File: src/rtl/muldiv_unit.sv
// muldiv_unit: iterative RV32M multiply/divide unit beside the EX-stage ALU.
// Radix-2 shift-add multiply and restoring divide, one bit per cycle, valid/ready on both sides.
module muldiv_unit #(
   parameter int XLEN  = 32,
   parameter int CNT_W = $clog2(XLEN) + 1
) (
   input  logic            clk,
   input  logic            rst_n,
   input  logic            in_valid,
   output logic            in_ready,
   input  logic [2:0]      op,
   input  logic [XLEN-1:0] a,
   input  logic [XLEN-1:0] b,
   input  logic            flush,
   output logic            out_valid,
   input  logic            out_ready,
   output logic [XLEN-1:0] result,
   output logic            div_by_zero
);

   localparam logic [2:0] IDLE = 3'd0;
   localparam logic [2:0] FAST = 3'd1;
   localparam logic [2:0] CALC = 3'd2;
   localparam logic [2:0] FIX  = 3'd3;
   localparam logic [2:0] DONE = 3'd4;

   localparam logic [2:0] OP_MUL    = 3'b000;
   localparam logic [2:0] OP_MULH   = 3'b001;
   localparam logic [2:0] OP_MULHSU = 3'b010;
   localparam logic [2:0] OP_DIV    = 3'b100;
   localparam logic [2:0] OP_DIVU   = 3'b101;
   localparam logic [2:0] OP_REM    = 3'b110;

   localparam logic [XLEN-1:0] MOST_NEG = {1'b1, {(XLEN-1){1'b0}}};

   logic [2:0]        state_reg;
   logic [CNT_W-1:0]  cnt_reg;
   logic [2:0]        op_reg;
   logic [2*XLEN-1:0] acc_reg;
   logic [XLEN-1:0]   rem_reg;
   logic [XLEN-1:0]   dsr_reg;
   logic              neg_q_reg;
   logic              neg_r_reg;
   logic              dbz_reg;
   logic [XLEN-1:0]   result_reg;
   logic              div_by_zero_reg;

   logic              a_signed;
   logic              b_signed;
   logic              a_neg;
   logic              b_neg;
   logic              b_zero;
   logic              sgn_ovf;
   logic              special;
   logic [XLEN-1:0]   a_mag;
   logic [XLEN-1:0]   b_mag;

   logic [XLEN:0]     mul_sum;
   logic [2*XLEN-1:0] mul_acc_next;
   logic [XLEN:0]     div_shift;
   logic [XLEN+1:0]   div_diff;
   logic [XLEN-1:0]   div_rem_next;
   logic [2*XLEN-1:0] div_acc_next;
   logic [2*XLEN-1:0] prod_fix;
   logic [XLEN-1:0]   quo_fix;
   logic [XLEN-1:0]   rmd_fix;
   logic [XLEN-1:0]   fix_next;
   logic [XLEN-1:0]   fast_next;

   assign in_ready    = (state_reg == IDLE);
   assign out_valid   = (state_reg == DONE);
   assign result      = result_reg;
   assign div_by_zero = div_by_zero_reg;

   always_comb begin
      a_signed = 1'b0;
      b_signed = 1'b0;
      case (op)
         OP_MUL, OP_MULH, OP_DIV, OP_REM: begin
            a_signed = 1'b1;
            b_signed = 1'b1;
         end
         OP_MULHSU: a_signed = 1'b1;
         default: ;
      endcase
   end

   assign a_neg   = a_signed & a[XLEN-1];
   assign b_neg   = b_signed & b[XLEN-1];
   assign a_mag   = a_neg ? (~a + 1'b1) : a;
   assign b_mag   = b_neg ? (~b + 1'b1) : b;
   assign b_zero  = (b == '0);
   assign sgn_ovf = ((op == OP_DIV) || (op == OP_REM)) && (a == MOST_NEG) && (&b);
   assign special = op[2] && (b_zero || sgn_ovf);

   // Multiply: low half of acc holds the multiplier, high half accumulates, shift right each step.
   always_comb begin
      mul_sum      = {1'b0, acc_reg[2*XLEN-1:XLEN]} + (acc_reg[0] ? {1'b0, dsr_reg} : '0);
      mul_acc_next = {mul_sum, acc_reg[XLEN-1:1]};
   end

   // Divide: dividend shifts out of acc's low half MSB-first while quotient bits shift in.
   always_comb begin
      div_shift = {rem_reg, acc_reg[XLEN-1]};
      div_diff  = {1'b0, div_shift} - {2'b00, dsr_reg};
      if (div_diff[XLEN+1]) begin
         div_rem_next = div_shift[XLEN-1:0];
      end else begin
         div_rem_next = div_diff[XLEN-1:0];
      end
      div_acc_next = {acc_reg[2*XLEN-1:XLEN], acc_reg[XLEN-2:0], ~div_diff[XLEN+1]};
   end

   always_comb begin
      prod_fix = neg_q_reg ? (~acc_reg + 1'b1) : acc_reg;
      quo_fix  = neg_q_reg ? (~acc_reg[XLEN-1:0] + 1'b1) : acc_reg[XLEN-1:0];
      rmd_fix  = neg_r_reg ? (~rem_reg + 1'b1) : rem_reg;
      fix_next = '0;
      case (op_reg)
         OP_MUL:          fix_next = prod_fix[XLEN-1:0];
         OP_DIV, OP_DIVU: fix_next = quo_fix;
         3'b110, 3'b111:  fix_next = rmd_fix;
         default:         fix_next = prod_fix[2*XLEN-1:XLEN];
      endcase
   end

   // Fast path keeps the raw dividend in acc; op bit 1 separates remainder from quotient.
   always_comb begin
      if (dbz_reg) begin
         fast_next = op_reg[1] ? acc_reg[XLEN-1:0] : '1;
      end else begin
         fast_next = op_reg[1] ? '0 : acc_reg[XLEN-1:0];
      end
   end

   always_ff @(posedge clk or negedge rst_n) begin
      if (!rst_n) begin
         state_reg       <= IDLE;
         cnt_reg         <= '0;
         op_reg          <= '0;
         acc_reg         <= '0;
         rem_reg         <= '0;
         dsr_reg         <= '0;
         neg_q_reg       <= 1'b0;
         neg_r_reg       <= 1'b0;
         dbz_reg         <= 1'b0;
         result_reg      <= '0;
         div_by_zero_reg <= 1'b0;
      end else if (flush) begin
         state_reg <= IDLE;
      end else begin
         case (state_reg)
            IDLE: begin
               if (in_valid) begin
                  op_reg    <= op;
                  cnt_reg   <= CNT_W'(XLEN);
                  rem_reg   <= '0;
                  neg_q_reg <= a_neg ^ b_neg;
                  neg_r_reg <= a_neg;
                  dbz_reg   <= op[2] & b_zero;
                  if (op[2]) begin
                     acc_reg <= {{XLEN{1'b0}}, (special ? a : a_mag)};
                     dsr_reg <= b_mag;
                  end else begin
                     acc_reg <= {{XLEN{1'b0}}, b_mag};
                     dsr_reg <= a_mag;
                  end
                  state_reg <= special ? FAST : CALC;
               end
            end
            FAST: begin
               result_reg      <= fast_next;
               div_by_zero_reg <= dbz_reg;
               state_reg       <= DONE;
            end
            CALC: begin
               if (op_reg[2]) begin
                  acc_reg <= div_acc_next;
                  rem_reg <= div_rem_next;
               end else begin
                  acc_reg <= mul_acc_next;
               end
               cnt_reg <= cnt_reg - 1'b1;
               if (cnt_reg == CNT_W'(1)) begin
                  state_reg <= FIX;
               end
            end
            FIX: begin
               result_reg      <= fix_next;
               div_by_zero_reg <= 1'b0;
               state_reg       <= DONE;
            end
            DONE: begin
               if (out_ready) begin
                  state_reg <= IDLE;
               end
            end
            default: state_reg <= IDLE;
         endcase
      end
   end

endmodule

File: config.mk
export PLATFORM = sky130hd
export DESIGN_NAME = muldiv_unit
export DESIGN_NICKNAME = d
export VERILOG_FILES = /design/src/rtl/muldiv_unit.sv
export SDC_FILE = /design/constraint.sdc
export NUM_CORES = 1
export LEC_CHECK = 0
export BUFFER_PORTS_ARGS = -buffer_cell sky130_fd_sc_hd__buf_2
export CAP_MARGIN = 20
export CORE_MARGIN = 2
export CORE_UTILIZATION = 45
export DETAILED_ROUTE_END_ITERATION = 6
export GPL_TIMING_DRIVEN = 0
export HOLD_SLACK_MARGIN = 0.15
export PLACE_DENSITY = 0.61
export RECOVER_POWER = 50
export SLEW_MARGIN = 20
export SYNTH_ARGS = -nofsm -noshare
export SYNTH_HDL_FRONTEND = slang
export SYNTH_SLANG_ARGS = --single-unit
File: constraint.sdc
create_clock -name clk -period 4.1 [get_ports clk]
set_input_delay 0.41 -clock clk [delete_from_list [all_inputs] [get_ports clk]]
set_output_delay 0.41 -clock clk [all_outputs]
set_load 0.01 [all_outputs]
Word level (Yosys, flattened, before mapping)
Index checks and enable logic that the tools add are counted.
{ "op_classes": {"addsub": 8, "n_eq_ne": 20, "muxes": 32, "bitwise_logic": 11, "n_reduce_logical": 23} }
{ "op_table": {"columns": ["operator", "n"], "rows": [
  ["32-bit 2-to-1 mux", 14],
  ["64-bit 2-to-1 mux", 3],
  ["32-bit by 1-bit adder with 32-bit output, second input constant", 4],
  ["32-bit inverter", 4],
  ["32-bit one-hot mux with 2 select lines", 2],
  ["64-bit one-hot mux with 2 select lines", 1],
  ["32-bit one-hot mux with 3 select lines", 1],
  ["64-bit by 1-bit adder with 64-bit output, second input constant", 1],
  ["64-bit inverter", 1],
  ["33-bit by 32-bit subtractor with 34-bit output", 1],
  ["32-bit by 32-bit adder with 33-bit output", 1],
  ["32-bit == test, second input constant", 1],
  ["32-bit zero test", 1],
  ["32-bit AND reduction", 1],
  ["3-bit == test, second input constant", 7],
  ["3-bit 2-to-1 mux", 4],
  ["3-bit one-hot mux with 4 select lines", 1],
  ["6-bit one-hot mux with 2 select lines", 1],
  ["3-bit by 2-bit == test with 1-bit output, second input constant", 3],
  ["3-bit zero test", 3],
  ["3-bit AND reduction", 3],
  ["4-bit AND reduction", 2],
  ["3-bit by 1-bit == test with 1-bit output, second input constant", 2],
  ["6-bit by 1-bit == test with 1-bit output, second input constant", 1],
  ["18 further kinds", 31]
]} }
{ "totals": {"regBits": 176, "in_bits": 72, "wordCells": 106} }

Logic depth before layout (Yosys ltp)
Gate-level depths: netlist (run 1).
{ "depth": {"word_depth": 10, "depth_mapped": 13, "depth_no_buf": 12} }

Worst setup path after synthesis (run 1)
No wires, ideal clock.
{ "synth_timing": {"path_type": "reg2reg", "from": "register acc_reg[0]", "to": "register acc_reg[59]", "setup_time_ns": 0.133, "arrival_ns": 3.014, "t_required_ns": 3.967, "path_slack_ns": 0.953, "path_stages_with_launch": 13, "period_less_slack_ns": 3.147, "cell_sequence": "dfrtp_1 inv_1 buf_1 nor2_1 ha_1 and4_1 and3_1 a221o_1 a32oi_1 or3b_2 a21oi_1 xor2_1 o21ai_0"} }
{ "synth_via": {"elab_chain_len": 4} }
{ "synth_lines": {"columns": ["element", "line", "source"], "rows": [
  ["start: declaration", "39", "logic [2*XLEN-1:0] acc_reg;"],
  ["start signal: assignment", "162", "acc_reg <= {{XLEN{1'b0}}, (special ? a : a_mag)};"],
  ["start signal: assignment", "165", "acc_reg <= {{XLEN{1'b0}}, b_mag};"],
  ["start signal: assignment", "178", "acc_reg <= div_acc_next;"],
  ["32-bit 2-to-1 mux", "98", "mul_sum = {1'b0, acc_reg[2*XLEN-1:XLEN]} + (acc_reg[0] ? {1'b0, dsr_reg} : '0);"],
  ["32-bit by 32-bit adder with 33-bit output", "98", null],
  ["64-bit 2-to-1 mux", "177", "if (op_reg[2]) begin"],
  ["64-bit one-hot mux with 2 select lines", "152", "case (state_reg)"]
]} }
No other way between the ends. The select of a mux whose other input is x is not followed.
A chain may end at the register's enable or synchronous reset.

Worst setup path after layout (run 1)
{ "layout_timing": {"from": "register acc_reg[0]", "to": "register result_reg[26] (netlist: result[26])"} }
{ "layout_via": {"elab_chain_len": 5, "word_cells_on_any_way": 8, "cone_classes": "2 x add/sub; 4 x mux; 2 x bitwise"} }
{ "layout_lines": {"columns": ["element", "line", "source"], "rows": [
  ["64-bit inverter or 32-bit inverter (tied branches)", "115, 116", null],
  ["64-bit by 1-bit adder with 64-bit output or 32-bit by 1-bit adder with 32-bit output (tied branches)", "115, 116", null],
  ["64-bit 2-to-1 mux or 32-bit 2-to-1 mux (tied branches)", "115, 116", null],
  ["32-bit one-hot mux with 3 select lines *", "119", "case (op_reg)"],
  ["32-bit one-hot mux with 2 select lines *", "152", null],
  ["end signal: assignment", "172", "result_reg <= fast_next;"],
  ["end signal: assignment", "189", "result_reg <= fix_next;"],
  ["end: declaration", "45", "logic [XLEN-1:0] result_reg;"]
]} }
Every way passes the cells marked *; elsewhere a longest branch is shown, timed or not.

==> summary.md, run 1 <==
| Metric | Value |
|---|---|
| Fin util | 50.6% |
| CP max FO | 10 |
| Worst reg2reg startpoint | acc_reg[0]$_DFFE_PN0P_ |
| Worst Tran Pin Value | 2160 ps |
| HP Start | out_ready |
| Slowest Stage Delay on Critical Path | around 640 ps |
| Starting Density | 45.7% |
| R2R cell count | 12 |
| Pleak | 7.46 nW |
| Syn Area/Cell | 7.75 um^2 |
| Number of synthesized flops with an enable pin | 0 |
| Post-synth top area share | 27.1% |
| Drt first pass iters | 6 |
| GRT Overall Usage | 36.0% |
| Worst skew pair latency | 470 ps |
| IO Count | 107 |
| Clk slew on worst S/H paths | 70 ps |
| Routability cong. | 0.999 |
| Failing checks | capacitance limit, slew limit |
| HPWL Detailed | 55200 um |
| CP Capture Type | register |
| Number of flip-flops in the largest register | 64 |
| Rows | 69 |
| Worst hold path class | in -> reg |
| Max Clock Freq | 249 MHz |
| Multi-input combinational cell area | 11100 um^2 |
| Die width | 194 um |
| Share of cells above drive strength 1 | 6.36% |
| Fin crit period | approximately 4000 ps |
| WL final | 69400 um |
| VDD IR max | about 0.38 mV |
| Synth cell types | 77 |
| Initial drt markers | 1953 |
| Core area | between 30000 and 40000 um^2 |
| Root Buffer | clkbuf_16 |
| TritonCTS Buffers | 17 |
| Final Setup Violations | 0 |
| Nets | 2365 |
| GRT busiest layer | met2 |
| Reg2Reg Capture Point | result[26]$_DFFE_PN0P_ |
| Critical Path RT | 4420 ps |
| Area grow syn2layout | 10.5% |
| Die Area | 37700 um^2 |
| Crit path arrival time | 4330 ps |
| Global-route wire length before repair | 103000 um |
| Vias in the first global route | 16.0k |
| Final hold vios | 0 |
| Final period util | 97.8% |
| Kind of critical path | reg -> reg |
| Global Route met1 Usage | between 40% and 50% |
| Via density | 6.49 |
| YS warnings | 0 |
| RSZ-0062 raised after global routing | no |
| Asr flop ratio synth | 100% |
| Status | finished, violations left |
| Skew final | 13.3 ps |
| DR vias | about 17k |
| Postcts setup bufs | 0 |
| Post-Synthesis Cell Area | roughly 16000 um^2 |
| CP max-delay cell | a2111oi_1 |
| Drc violations | 0 |
| Syn Nets | roughly 2.2k |
| Worst min-delay path endpoint | state_reg[2]$_DFFE_PN0P_ |
| Longest Clk Path Bufs | 2 |
| IO buf count | 101 |
| Cell depth of the worst hold path | 4 |
| Max cap viols | 1 |
| Ranking of synthesized cells by area | dfrtp_1, o21ai_0, xnor2_1 |
| Die Height | 194 um |
| Power Density | 528 nW/um^2 |
| Reg-to-reg setup timing slack | 90 ps |
| Routed Antenna Nets | 0 |
| Grt met2 use | 54.1% |
| Synth area leader | dfrtp_1 |
| Met3 usage | 6.05% |
| Filler cells | 3643 |
| CTS tree | done |
| Startpoint Class | register |
| Crit-path cells | inv_1, buf_1, ha_1, nand2b_1, or3_1, buf_2, nor4_4, nand3_1, o21ai_1, xnor2_1, a2111oi_1, o31ai_1 |
| Routed WL per cell | 25.8 um |
| Final number of max-transition violations | slightly above 80 |
| TritonCTS Sinks | around 180 |
| Seq cells post-synth | 176 |
| Global route overflow | 0 |
| Storage cell area | around 4400 um^2 |
| Slew headroom | -44.3% |
| Most used DFF post-synth | dfrtp_1 |
| Pin count of the biggest net entering global routing | 96 |
| Seq/Total Area, Yosys | 27.1% |
| Instance count of the mapped netlist | approximately 2.1k |
| H-tree Lvls | 4 |
| Initial antenna violation count | 1 |
| Total power | 9.50 mW |
==> through the flow <==
step | hold slack (ps) | cells | cell area (um^2) | TNS [ps] | worst slack [ps]
final | 177 | 2695 | 18000 | 0 | 91.0
after global routing | 210 | 2694 | 18000 | 0 | 4.46
after CTS | 174 | 2694 | 18000 | 0 | 80.7
after detailed placement | 452 | 2662 | 17400 | -6460 | -387
after global placement | 463 | 2661 | 17400 | -69420 | -405
after floorplan | 114 | 2099 | 16300 | 0 | 953
==> what timing repair did <==
item,in CTS,in global routing
hold buffers,1,0
gates resized for setup,2,5
hold endpoints to repair,81,0
endpoints found under the setup margin,29,18
==> placed cells by master, fill, tap and decap left out, drive strengths merged, types with 6 or more instances in the layout <==
master   count
dfrtp      176
o211ai      26
o21ai      210
a21o        23
ha          71
nor4        20
inv         72
a211oi      40
nand4b       7
buf         95
o41ai       22
or4         24
and2        12
a32oi       12
nand2b      16
nand2      227
nor2       188
a21oi      133
o22ai       29
or2          7
nor2b        7
nor3b        6
o21a        10
or3         34
mux2i       56
a31oi       12
o221ai      22
xor2       102
o31ai       56
nand3       33
and3         6
a22o         9
a221oi       9
nor3        72
clkbuf     167
xnor2      110
a2111oi      9
nand4       26
==> synth_stat cells, types with 29 or more instances <==
master / n
xor2_1: 102
o31ai_1: 56
clkbuf_1: 115
xnor2_1: 110
mux2i_1: 56
a211oi_1: 40
o22ai_1: 29
nor2_1: 188
or3_1: 33
nand3_1: 33
nor3_1: 70
nand2_1: 226
ha_1: 71
dfrtp_1: 176
o21ai_0: 201
inv_1: 64
a21oi_1: 133
==> metal layers <==
metal / wire length, um / share of wire [%]
met1: 29400 / 42
met2: 29900 / 43
met3: 6190 / 8.9
met4: 3910 / 5.6
met5: 0 / 0
==> how the worst max path moves through the flow <==
stage / from / end / depth (start not counted)
5_1_grt: acc_reg[0]$_DFFE_PN0P_ / result[26]$_DFFE_PN0P_ / 12
2_1_floorplan: acc_reg[0]$_DFFE_PN0P_ / acc_reg[59]$_DFFE_PN0P_ / 12
3_5_place_dp: acc_reg[31]$_DFFE_PN0P_ / rem_reg[19]$_DFFE_PN0P_ / 13
3_3_place_gp: acc_reg[31]$_DFFE_PN0P_ / rem_reg[19]$_DFFE_PN0P_ / 13
6_report: acc_reg[0]$_DFFE_PN0P_ / result[26]$_DFFE_PN0P_ / 12
4_1_cts: acc_reg[0]$_DFFE_PN0P_ / result[26]$_DFFE_PN0P_ / 12
==> critical path: cells and delay by family, from the launching register on <==
family                   cells  cell delay, ps
AND/OR/NAND/NOR              4            1040
flip-flops                   1             510
adder cells (fa/ha/maj)      1             270
XOR/XNOR                     1             150
buffers and inverters        3             940
AO/OA/AOI/OAI                3             960
==> kinds of logic after synthesis <==
kind of cell               after synthesis  synth area share [%]
AOI/OAI and AO/OA                      665                  26.3
buffers and inverters                  208                  4.88
xor gates and xnor gates               212                  11.4
and+or+nand+nor                        705                  21.0
muxes                                   60                  3.72
DFF                                    176                  27.1
adders and majority gates               73                  5.71
==> cell type report <==
| cell class | count | area share (%) |
|---|---|---|
| Clock buffer | 19 | 2.46 |
| Buffer | 141 | 3.01 |
| Antenna cell | 1 | 0.0139 |
| Inverter | 66 | 1.38 |
| Timing Repair Buffer | 103 | 2.79 |
| Sequential cell | 176 | 24.5 |
| Tap cell | 461 | 3.21 |
| Clock inverter | 13 | 0.939 |
| Multi-Input combinational cell | 1715 | 61.7 |
==> report_power, final <==
part / internal (mW) / switching, mW / total [mW]
logic: 1.79 / 3.27 / 5.05
clock network: 0.943 / 0.833 / 1.78
registers: 2.10 / 0.575 / 2.67
(Power assumes the default switching activity.)
==> run 2: changes to the inputs <==
--- a/config.mk
+++ b/config.mk
@@ -7,12 +7,14 @@
 export LEC_CHECK = 0
 export BUFFER_PORTS_ARGS = -buffer_cell sky130_fd_sc_hd__buf_2
 export CAP_MARGIN = 20
+export CELL_PAD_IN_SITES_DETAIL_PLACEMENT = 0
+export CELL_PAD_IN_SITES_GLOBAL_PLACEMENT = 1
 export CORE_MARGIN = 2
-export CORE_UTILIZATION = 45
+export CORE_UTILIZATION = 42
 export DETAILED_ROUTE_END_ITERATION = 6
 export GPL_TIMING_DRIVEN = 0
 export HOLD_SLACK_MARGIN = 0.15
-export PLACE_DENSITY = 0.61
+export PLACE_DENSITY = 0.77
 export RECOVER_POWER = 50
 export SLEW_MARGIN = 20
 export SYNTH_ARGS = -nofsm -noshare
==> constraint.sdc (replaced) <==
create_clock -name clk -period 3.6 [get_ports clk]
set_input_delay 0.36 -clock clk [delete_from_list [all_inputs] [get_ports clk]]
set_output_delay 0.36 -clock clk [all_outputs]
set_load 0.01 [all_outputs]
==> summary.md, run 2 (synthesized netlist as in run 1, its figures left out) <==
| Metric | Value |
|---|---|
| IO Count | 107 (unchanged) |
| TritonCTS Sinks | 176 (unchanged) |
| Final number of max-transition violations | 52 (-37%) |
| Startpoint Class | register |
| Power Density | 594 nW/um^2 (+12%) |
| Die Area | 40300 um^2 (+7.0%) |
| Pleak | 7.52 nW (+0.72%) |
| Dpl ws | -937 ps (-550 ps) |
| Worst hold path class | in -> reg |
| IO buf count | 101 (unchanged) |
| Starting Density | 42.3% (-3.4 points) |
| N_diodes | 0 (-1) |
| R2R cell count | 13 (+1) |
| Initial antenna violation count | 0 (-1) |
| Crit path from | acc_reg[0]$_DFFE_PN0P_ |
| Via density | 6.33 (-2.5%) |
| VDD IR max | 0.350 mV (-9.1%) |
| Worst skew pair latency | 480 ps (about the same) |
| GRT Overall Usage | 34.7% (-1.3 points) |
| Reg2Reg Capture Point | result[12]$_DFFE_PN0P_ |
| HPWL Detailed | 56800 um (+2.9%) |
| Worst reg2reg startpoint | acc_reg[0]$_DFFE_PN0P_ |
| Top layer in use | met4 |
| H-tree Lvls | 4 (unchanged) |
| Vias in the first global route | 16.4k (+2.5%) |
| Slowest Stage Delay on Critical Path | 430 ps (-210 ps) |
| Nets | 2370 (+0.21%) |
| Kind of critical path | reg -> reg |
| Max Clock Freq | 282 MHz (+13%) |
| Die Height | 201 um (+3.4%) |
| Final period util | 98.4% (+0.58 points) |
| Final Setup Violations | 0 (unchanged) |
| Routed Antenna Nets | 0 (unchanged) |
| CP Capture Type | register |
| Status | finished, violations left |
| WL met2 | 32200 um (+7.6%) |
| Fin crit period | 3540 ps (-468 ps) |
| CP max-delay cell | dfrtp_2 |
| Max cap viols | 1 (unchanged) |
| Drc violations | 2 (+2) |
| Global-route wire length before repair | 105000 um (+2.2%) |
| Leading cell type in the layout, fill and taps excluded | nand2_1 |
| Failing checks | DRC, capacitance limit, slew limit |
| Final hold vios | 0 (unchanged) |
| Crit-path cells | clkinvlp_4, buf_4, buf_2, ha_1, nand2b_1, or3_1, buf_2, nor4_4, nand2_1, o21ai_1, xor2_1, a2111oi_2, a211o_1 |
| Share of cells above drive strength 1 | 7.60% (+1.2 points) |
| Longest Clk Path Bufs | 2 (unchanged) |
| Die width | 201 um (+3.4%) |
| Critical Path RT | 3960 ps (-460 ps) |
| Number of flip-flops in the largest register | 64 (unchanged) |
| Rows | 72 (+4.3%) |
| Placed cells | 2720 (+2.2%) |
| Root Buffer | clkbuf_16 |
| Total power | 10.8 mW (+14%) |
| Global route overflow | 0 (unchanged) |
| Commonest non-fill, non-tap cells in the layout | nand2_1, o21ai_0, nor2_1 |
| Initial drt markers | 1598 (-18%) |
| Finished Layout Cells | 2756 (+2.3%) |
| Core area | 38500 um^2 (+8.1%) |
| CP max FO | 10 (unchanged) |
| Final WS setup | 59.1 ps (-31.9 ps) |
| Met3 WL | 5840 um (-5.7%) |
| Crit path arrival time | 3900 ps (-430 ps) |
| Filler cells | 3928 (+7.8%) |
| Skew final | 17.2 ps (+3.90 ps) |
| Critical path endpoint | result[12]$_DFFE_PN0P_ |
| TritonCTS Buffers | 17 (unchanged) |
| Reg-to-reg setup timing slack | 60 ps (-30 ps) |
| Crit path top cell by count | buf_2 |
| Met1 Wirelength | 29000 um (-1.2%) |
| Area grow syn2layout | 12.0% |
| Drt first pass iters | 7 (+1) |
| Clk slew on worst S/H paths | 80 ps (about the same) |
| Routability cong. | 1.02 (+2.3%) |
| HP Start | op[1] |
| Worst Tran Pin Value | 2580 ps (+416 ps) |
| Routed WL per cell | 25.8 um (+0.20%) |
| Slew headroom | -72.0% (-28 points) |
| CTS tree | done |
| Pin count of the biggest net entering global routing | 74 (-23%) |
| DR vias | 17.4k (-0.31%) |
| WL final | 71100 um (+2.5%) |
==> run 2: power by group <==
part,switching (mW),leakage [nW],internal (mW)
combinational,3.67,4.96,2.11
sequential,0.668,2.27,2.39
clock,0.945,0.280,1.04
total,5.29,7.52,5.53
==> run 2: cell type report <==
class                           count  area, um^2  area share [%]
Sequential cell                   176        4410            24.2
Buffer                            137         541            2.97
Timing Repair Buffer              112         599            3.29
Clock buffer                       18         429            2.36
Clock inverter                     14         156           0.859
Inverter                           66         251            1.38
Tap cell                          518         648            3.56
Multi-Input combinational cell   1715       11200            61.4
==> run 2: through the flow <==
stage	utilization [%]	hold WS [ps]	cell area, um^2	setup TNS [ps]
after floorplan	-	64.4	16300	0
after global placement	45.3	464	17400	-180500
after detailed placement	45.5	304	17500	-39920
after CTS	47.2	158	18200	0
after global routing	47.4	180	18200	-9.17
final	47.4	185	18200	0
==> run 2: what timing repair did <==
action                                  in CTS  in global routing
endpoints found under the setup margin      63                 40
buffers inserted                             2                  5
hold buffers                                 2                  0
hold endpoints to repair                    52                  0
resized for setup                           18                 23
pin swaps                                    0                  1
==> run 2: worst max-delay path, delay by kind of cell, from the launching register on <==
| family | cells | cell delay, ps |
|---|---|---|
| adders and majority gates | 1 | 210 |
| buffers and inverters | 4 | 740 |
| DFF | 1 | 430 |
| xor gates and xnor gates | 1 | 340 |
| AOI/OAI and AO/OA | 3 | 660 |
| and+or+nand+nor | 4 | 1030 |
==> run 2: worst min-delay path by stage <==
| stage | to | cells after the start |
|---|---|---|
| 2_1_floorplan | acc_reg[0]$_DFFE_PN0P_ | 0 |
| 3_3_place_gp | dsr_reg[15]$_DFFE_PN0P_ | 2 |
| 3_5_place_dp | acc_reg[47]$_DFFE_PN0P_ | 1 |
| 4_1_cts | op_reg[1]$_DFFE_PN0P_ | 3 |
| 5_1_grt | op_reg[1]$_DFFE_PN0P_ | 3 |
| 6_report | op_reg[1]$_DFFE_PN0P_ | 3 |
==> run 2: layer usage <==
| layer | track usage (%) | vias up |
|---|---|---|
| met1 | 44.5 | 8343 |
| met4 | 18.1 | 0 |
| met5 | 0 | - |
| li1 | - | 7976 |
| met2 | 56.0 | 918 |
| met3 | 6.14 | 196 |
